### src/rtl/router_fsm.sv
// ============================================================================
// router_fsm : packet-receive sequencing controller for the 1x3 router
// Revision   : 1.0
// ============================================================================
`default_nettype none

module router_fsm #(
  parameter logic [1:0] ADDR_INVALID = 2'b11
) (
  input  logic       clock,
  input  logic       reset,
  input  logic       pkt_valid,
  input  logic [1:0] data_in,
  input  logic       fifo_full,
  input  logic       fifo_empty_0,
  input  logic       fifo_empty_1,
  input  logic       fifo_empty_2,
  input  logic       soft_reset_0,
  input  logic       soft_reset_1,
  input  logic       soft_reset_2,
  input  logic       parity_done,
  input  logic       low_pkt_valid,
  output logic       detect_add,
  output logic       lfd_state,
  output logic       ld_state,
  output logic       laf_state,
  output logic       full_state,
  output logic       write_enb_reg,
  output logic       rst_int_reg,
  output logic       busy
);

  typedef enum logic [2:0] {
    DA  = 3'd0,
    LFD = 3'd1,
    LD  = 3'd2,
    FFS = 3'd3,
    LAF = 3'd4,
    LP  = 3'd5,
    CPE = 3'd6,
    WTE = 3'd7
  } state_t;

  state_t     state, next_state;
  logic [1:0] addr;
  logic [1:0] addr_mux;
  logic       sel_empty;
  logic       sel_soft;

  always_ff @(posedge clock or posedge reset) begin
    if (reset) begin
      state <= DA;
      addr  <= 2'b00;
    end else begin
      state <= next_state;
      if (state == DA && pkt_valid)
        addr <= data_in;
    end
  end

  // Live header bits are only meaningful while decoding; afterwards the latched address selects the port.
  always_comb begin
    addr_mux  = (state == DA) ? data_in : addr;
    sel_empty = 1'b0;
    sel_soft  = 1'b0;
    case (addr_mux)
      2'd0:    begin sel_empty = fifo_empty_0; sel_soft = soft_reset_0; end
      2'd1:    begin sel_empty = fifo_empty_1; sel_soft = soft_reset_1; end
      2'd2:    begin sel_empty = fifo_empty_2; sel_soft = soft_reset_2; end
      default: begin sel_empty = 1'b0;         sel_soft = 1'b0;         end
    endcase
  end

  always_comb begin
    next_state = state;
    if (state != DA && sel_soft) begin
      next_state = DA;
    end else begin
      case (state)
        DA: begin
          if (pkt_valid && data_in != ADDR_INVALID)
            next_state = sel_empty ? LFD : WTE;
        end
        LFD: next_state = LD;
        LD: begin
          if (fifo_full)       next_state = FFS;
          else if (!pkt_valid) next_state = LP;
        end
        FFS: if (!fifo_full) next_state = LAF;
        LAF: begin
          if (parity_done)        next_state = DA;
          else if (low_pkt_valid) next_state = LP;
          else                    next_state = LD;
        end
        LP:      next_state = CPE;
        CPE:     next_state = fifo_full ? FFS : DA;
        WTE:     if (sel_empty) next_state = LFD;
        default: next_state = DA;
      endcase
    end
  end

  always_comb begin
    detect_add    = 1'b0;
    lfd_state     = 1'b0;
    ld_state      = 1'b0;
    laf_state     = 1'b0;
    full_state    = 1'b0;
    write_enb_reg = 1'b0;
    rst_int_reg   = 1'b0;
    busy          = 1'b0;
    case (state)
      DA:  detect_add = 1'b1;
      LFD: begin lfd_state = 1'b1; busy = 1'b1; end
      LD:  begin ld_state = 1'b1; write_enb_reg = 1'b1; end
      FFS: begin full_state = 1'b1; busy = 1'b1; end
      LAF: begin laf_state = 1'b1; write_enb_reg = 1'b1; busy = 1'b1; end
      LP:  begin write_enb_reg = 1'b1; busy = 1'b1; end
      CPE: begin rst_int_reg = 1'b1; busy = 1'b1; end
      WTE: busy = 1'b1;
      default: ;
    endcase
  end

endmodule

`default_nettype wire
### config.mk
export PLATFORM = sky130hd
export DESIGN_NAME = router_fsm
export DESIGN_NICKNAME = d
export VERILOG_FILES = /design/src/rtl/router_fsm.sv
export SDC_FILE = /design/constraint.sdc
export NUM_CORES = 1
export LEC_CHECK = 0
export CORE_AREA = 8 8 45 47
export DETAILED_ROUTE_END_ITERATION = 7
export DIE_AREA = 0 0 53 55
export DONT_BUFFER_PORTS = 1
export GPL_TIMING_DRIVEN = 0
export SYNTH_ARGS = -nofsm -noshare
export SYNTH_HDL_FRONTEND = slang
export SYNTH_SLANG_ARGS = --single-unit
export TNS_END_PERCENT = 100
### constraint.sdc
create_clock -name clock -period 1.5 [get_ports clock]
set_clock_uncertainty 0.1 [all_clocks]
set_input_delay 0.075 -clock clock [delete_from_list [all_inputs] [get_ports clock]]
set_output_delay 0.075 -clock clock [all_outputs]
set_load 0.01 [all_outputs]
==> results of run 1 <==
[per-layer routing]
| layer | wire [µm] | vias to the layer above |
|---|---|---|
| met4 | 23 | 0 |
| met5 | 0 | - |
| li1 | - | 240 |
| met2 | 741 | 18 |
| met3 | 106 | 3 |
| met1 | 532 | 226 |
[path summary, 6_finish.rpt]
kind / from / endpoint / cells after the start
worst max register to register: state[0]$_DFFE_PP0P_ / addr[1]$_DFFE_PP0P_ / 5
worst min-delay path: low_pkt_valid / state[1]$_DFFE_PP0P_ / 3
min in group asynchronous: reset / state[0]$_DFFE_PP0P_ / 2
worst max-delay path: state[0]$_DFFE_PP0P_ / write_enb_reg / 4
max in group asynchronous: reset / addr[1]$_DFFE_PP0P_ / 2
worst min register to register: addr[1]$_DFFE_PP0P_ / addr[1]$_DFFE_PP0P_ / 1
[sequential cells by signal, summed over array words and instances, names as in the netlist]
signal / cells
state: 3
addr: 2
[cells by family (layout without fill, tap and decap cells)]
family / after synthesis / in the layout / share of synthesized area [%]
buffers and inverters: 7 / 21 / 8.435
multiplexers: 4 / 4 / 9.926
AO/OA/AOI/OAI: 20 / 20 / 27.05
AND/OR/NAND/NOR: 23 / 23 / 29.78
flip-flops: 5 / 5 / 24.81
[cell usage in the layout, fill, tap and decap left out, types with 3 or more instances in the layout]
cell type / instances
a21oi_2: 3
buf_4: 4
buf_6: 4
clkbuf_4: 4
dfrtp_1: 5
dlygate4sd3_1: 4
inv_1: 4
nand2_1: 4
nor2_1: 3
o21ai_0: 7
[layout make-up]
class,count,area [µm²]
Multi-Input combinational cell,47,405.4
Timing Repair Buffer,10,92.59
Inverter,4,15.01
Clock buffer,4,26.28
Tap cell,16,20.02
Buffer,3,30.03
Fill cell,135,669.4
Sequential cell,5,125.1
[report_power, final]
group          internal [mW]  switching [mW]  leakage (nW)
clock network          0.101          0.0593        0.0150
registers              0.203          0.0783        0.0613
logic                  0.494           0.550         0.233
[metrics by stage]
stage	util, %	power, mW	instance area (µm²)
6_report	51.63	1.486	714.4
5_1_grt	51.63	1.603	714.4
4_1_cts	44.48	1.259	615.6
3_5_place_dp	37.88	1.027	524.3
3_3_place_gp	37.88	1.022	524.3
2_1_floorplan	-	0.9097	504.2
[timing repair]
action,CTS,global route
pin swaps,3,8
buffers inserted,2,4
endpoints found under the hold margin,8,0
resized for setup,3,15
endpoints found under the setup margin,4,8
hold buffers,4,0
[tightest hold or removal path, cell delays in order]
cell	delay, ns
o21ai_0	0.08
a21oi_2	0.15
a211oi_2	0.04
==> flow_summary.json, run 1 <==
{
  "status": "finished, violations left",
  "violations": "setup timing",
  "drt_first_pass_iters": 6,
  "maxSlewHeadroom_pct": 79.09,
  "worst_setup_path_start_kind": "register",
  "insertedDiodeCount": 0,
  "cp-end-kind": "output pin",
  "slowest_stage": "dfrtp_1",
  "ctsRootBufferMaster": "clkbuf_4",
  "ys_ff_latch": 5,
  "wire_per_inst_um": 15.76,
  "clock.fmax_mhz": 639.7,
  "antenna_left": 0,
  "htreeDepth": 1,
  "tightest_slew_ns": 0.3049,
  "hp-class": "in2reg",
  "yosys.cell_count.top_type": "o21ai_0",
  "crit_required_ns": 1.32,
  "max-clock-path-buffers": 2,
  "insertion_delay_ns": 0.25,
  "synthTopCellsByCount": "o21ai_0 (8), dfrtp_1 (5), nor2_1 (5)",
  "crit_chain": "buf_6 -> or2_4 -> nor2_4 -> a21o_1",
  "rsz0062_at_grt": "yes",
  "syn_area_per_cell_um2": 8.546,
  "yosysUniqueCellTypes": 28,
  "track_usage_pct": 9.819,
  "synth_top_area_share_pct": 24.81,
  "finalSetupViolations": 4,
  "syn_inst": 59,
  "via_per_inst": 5.472,
  "grt_use_met1_pct": 10.29,
  "cp_top_family": "simple AND/OR/NAND/NOR gates",
  "ys.flop_type": "dfrtp_1",
  "clk_pin_slew_worst_paths_ns": 0.05,
  "setup_tns_ns": -0.1628,
  "cts_tree": "yes",
  "grt_util_met3_pct": 4.011,
  "core.rowCount": 14,
  "synth-seq-area-share_pct": 24.81,
  "vias": 487,
  "grt_start_max_net_pins": 11,
  "antenna_found_initial": 0,
  "regToRegSetupSlack_ns": -0.05,
  "synthArstFlopShare_pct": 100.0,
  "peakVddDrop_mv": 0.8154,
  "worst_slack_ns": -0.06331,
  "grt_pass1_wl_um": 2118,
  "die_area_mm2": 0.002915,
  "power_density_mw_per_mm2": 2080,
  "hold_viol": 0,
  "io_pins": 22,
  "yosysWarnings": 0,
  "synth_edf_count": 0,
  "cts_sinks": 5,
  "synthToLayoutAreaGrowth_pct": 41.69,
  "crit_type": "reg2out",
  "post-dp-hpwl_um": 959.3,
  "stdcell_count": 89,
  "grt_pass1_vias": 475,
  "timing.hold.ws_ns": 0.04752,
  "core_mm2": 0.001384,
  "fin_crit_sh_pct": 104.2,
  "io_buffers": 0,
  "p_leak_nw": 0.3092,
  "cp.arrival_ns": 1.39,
  "dieWidth_um": 53,
  "syn_nets": 73,
  "use_met2_pct": 16.80,
  "synthTopCellsByArea": "dfrtp_1 (25%), o21ai_0 (7.9%), mux2_4 (6.0%)",
  "pre_cts_slack_ns": -0.04500,
  "nets": 88,
  "critPathMaxFanout": 4,
  "critPathMaxStageDelay_ns": 0.40,
  "gp_congestion": 0.8160,
  "start_util_pct": 36.44,
  "period_needed_ns": 1.563,
  "place_inst": 75,
  "path_buf_inv": 1,
  "busiest_layer": "met2",
  "drive_gt1_share_pct": 39.73,
  "drc": 0,
  "netlist_area_um2": 504.2,
  "grt.overflow.total": 0,
  "maxSlewViolCount": 0,
  "fp.dieH_um": 55,
  "yosys.area.top_type": "dfrtp_1",
  "numCtsBuffers": 3,
  "maxCapViolCount": 0,
  "initialDrtViolationCount": 14,
  "wl_um": 1403
}
Power figures use the tool's default switching activity.
==> run 2: changes to the inputs <==
--- a/config.mk
+++ b/config.mk
@@ -7,2 +7,3 @@
 export LEC_CHECK = 0
+export BUFFER_PORTS_ARGS = -buffer_cell sky130_fd_sc_hd__buf_2
 export CORE_AREA = 8 8 45 47
@@ -10,4 +11,4 @@
 export DIE_AREA = 0 0 53 55
-export DONT_BUFFER_PORTS = 1
 export GPL_TIMING_DRIVEN = 0
+export PLACE_DENSITY = 0.69
 export SYNTH_ARGS = -nofsm -noshare
==> constraint.sdc (replaced) <==
create_clock -name clock -period 1.5 [get_ports clock]
set_clock_uncertainty 0.1 [all_clocks]
set_input_delay 0.15 -clock clock [delete_from_list [all_inputs] [get_ports clock]]
set_output_delay 0.15 -clock clock [all_outputs]
set_load 0.01 [all_outputs]
==> flow_summary.json, run 2 (synthesized netlist as in run 1, its figures left out) <==
{
  "status": "complete, no violations",
  "initialDrtViolationCount": 7,
  "regToRegSetupSlack_ns": 0.009,
  "antenna_found_initial": 0,
  "stdcell_count": 106,
  "setup_tns_ns": 0,
  "fin_util_pct": 56.15,
  "track_usage_pct": 9.539,
  "reg2reg_depth": 7,
  "dieWidth_um": 53,
  "fillers": 121,
  "power_density_mw_per_mm2": 1991,
  "fp.dieH_um": 55,
  "maxCapViolCount": 0,
  "core_mm2": 0.001384,
  "hold_viol": 0,
  "period_needed_ns": 1.491,
  "finalSetupViolations": 0,
  "numCtsBuffers": 3,
  "clk_pin_slew_worst_paths_ns": 0.04,
  "cp-end-kind": "output pin",
  "tightest_slew_ns": 0.3593,
  "nets": 105,
  "layout_commonest_cell": "buf_2",
  "hold_end": "addr[0]$_DFFE_PP0P_",
  "wl_um": 1428,
  "max-clock-path-buffers": 2,
  "io_pins": 22,
  "r2r_start": "state[0]$_DFFE_PP0P_",
  "p_leak_nw": 0.3774,
  "vias": 549,
  "grt_pass1_wl_um": 2187,
  "maxSlewHeadroom_pct": 75.79,
  "regMostFlops": "state",
  "wire_per_inst_um": 13.47,
  "drc": 0,
  "finalPower_mw": 1.547,
  "fin_crit_sh_pct": 99.41,
  "hp-class": "in2reg",
  "largest_register_ffs": 3,
  "worstHoldStart": "data_in[0]",
  "peakVddDrop_mv": 0.9435,
  "worstHoldPathCells": 2,
  "crit_required_ns": 1.25,
  "cts_tree": "yes",
  "crit_chain": "or2_4 -> nor2_4 -> a21o_1 -> buf_2",
  "insertedDiodeCount": 0,
  "io_buffers": 21,
  "clock.fmax_mhz": 670.7,
  "crit_type": "reg2out",
  "cp.arrival_ns": 1.24,
  "grt_pass1_vias": 514,
  "ctsRootBufferMaster": "clkbuf_4",
  "htreeDepth": 1,
  "grt.overflow.total": 0,
  "final_cell_mix": "buf_2 (21), o21ai_0 (7), dfrtp_1 (5)",
  "regToRegEndpoint": "state[0]$_DFFE_PP0P_",
  "antenna_left": 0,
  "largest_registers": "state: 3 flops, addr: 2 flops",
  "critPathMaxFanout": 3,
  "grt_start_max_net_pins": 11,
  "drt_first_pass_iters": 4,
  "post-dp-hpwl_um": 999.4,
  "insertion_delay_ns": 0.24,
  "gp_congestion": 0.8080,
  "cts_sinks": 5,
  "die_area_mm2": 0.002915,
  "via_per_inst": 5.179,
  "rsz0062_at_grt": "yes",
  "maxSlewViolCount": 0,
  "synthToLayoutAreaGrowth_pct": 54.09,
  "worst_setup_path_start_kind": "register",
  "ff_latch_area_um2": 125.1,
  "drive_gt1_share_pct": 52.22,
  "slowest_stage": "dfrtp_1",
  "start_util_pct": 36.44,
  "core.rowCount": 14,
  "place_inst": 96,
  "multi_input_area_um2": 391.6,
  "critPathMaxStageDelay_ns": 0.39
}
==> run 2: changes by cell type in the layout (fill, tap and decap cells not counted), sizes merged <==
cell	delta
dlygate4sd3	-3
clkbuf	-1
buf	+21
==> run 2: what timing repair did <==
action,4_1_cts,5_1_grt
setup endpoints to repair,3,12
pin swaps,1,7
resized for setup,4,9
buffers inserted,3,3
hold buffers,1,0
endpoints found under the hold margin,5,0
==> run 2: report_power, final <==
| group | switching [mW] | total [mW] | internal (mW) |
|---|---|---|---|
| logic | 0.551 | 1.11 | 0.557 |
| registers | 0.0789 | 0.282 | 0.203 |
| clock network | 0.0557 | 0.156 | 0.101 |
==> run 2: critical path, delay by kind of cell (launching register included) <==
kind | cells | cell delay, ns
DFF | 1 | 0.39
and+or+nand+nor | 2 | 0.39
buffers and inverters | 1 | 0.12
AOI/OAI and AO/OA | 1 | 0.09
==> run 2: final cells by class <==
class	count	share of cell area, %
plain buffers	2	2.093
clock buffers	4	3.382
inverters	4	1.932
multi-input cells	47	50.40
flip-flops and latches	5	16.10
well taps	16	2.576
repair buffers	28	23.51
==> run 2: worst max-delay path by stage <==
| stage | startpoint | depth (start not counted) | endpoint |
|---|---|---|---|
| after global placement | state[2]$_DFFE_PP0P_ | 5 | addr[1]$_DFFE_PP0P_ |
| after CTS | state[2]$_DFFE_PP0P_ | 5 | write_enb_reg |
| after floorplan | state[2]$_DFFE_PP0P_ | 5 | addr[0]$_DFFE_PP0P_ |
| final | state[2]$_DFFE_PP0P_ | 4 | write_enb_reg |
| after detailed placement | state[2]$_DFFE_PP0P_ | 5 | addr[0]$_DFFE_PP0P_ |
| after global routing | state[2]$_DFFE_PP0P_ | 4 | write_enb_reg |
==> run 2: routing by layer <==
metal	GRT usage (%)	vias to the layer above	share of wire, %
li1	-	278	-
met1	11.81	252	44
met2	15.82	15	50
met3	1.070	4	3.6
met4	5.172	0	2.6
met5	0	-	0
==> run 2: metrics by stage <==
stage / setup WS (ns) / hold slack [ns] / area, µm²
5_1_grt: -0.06998 / 0.09363 / 777.0
6_report: 0.008919 / 0.08084 / 777.0
3_3_place_gp: 0.03525 / -0.05141 / 629.4
4_1_cts: -0.06585 / 0.07936 / 721.9
2_1_floorplan: 0.03481 / -0.1715 / 504.2
3_5_place_dp: 0.02679 / -0.04633 / 629.4
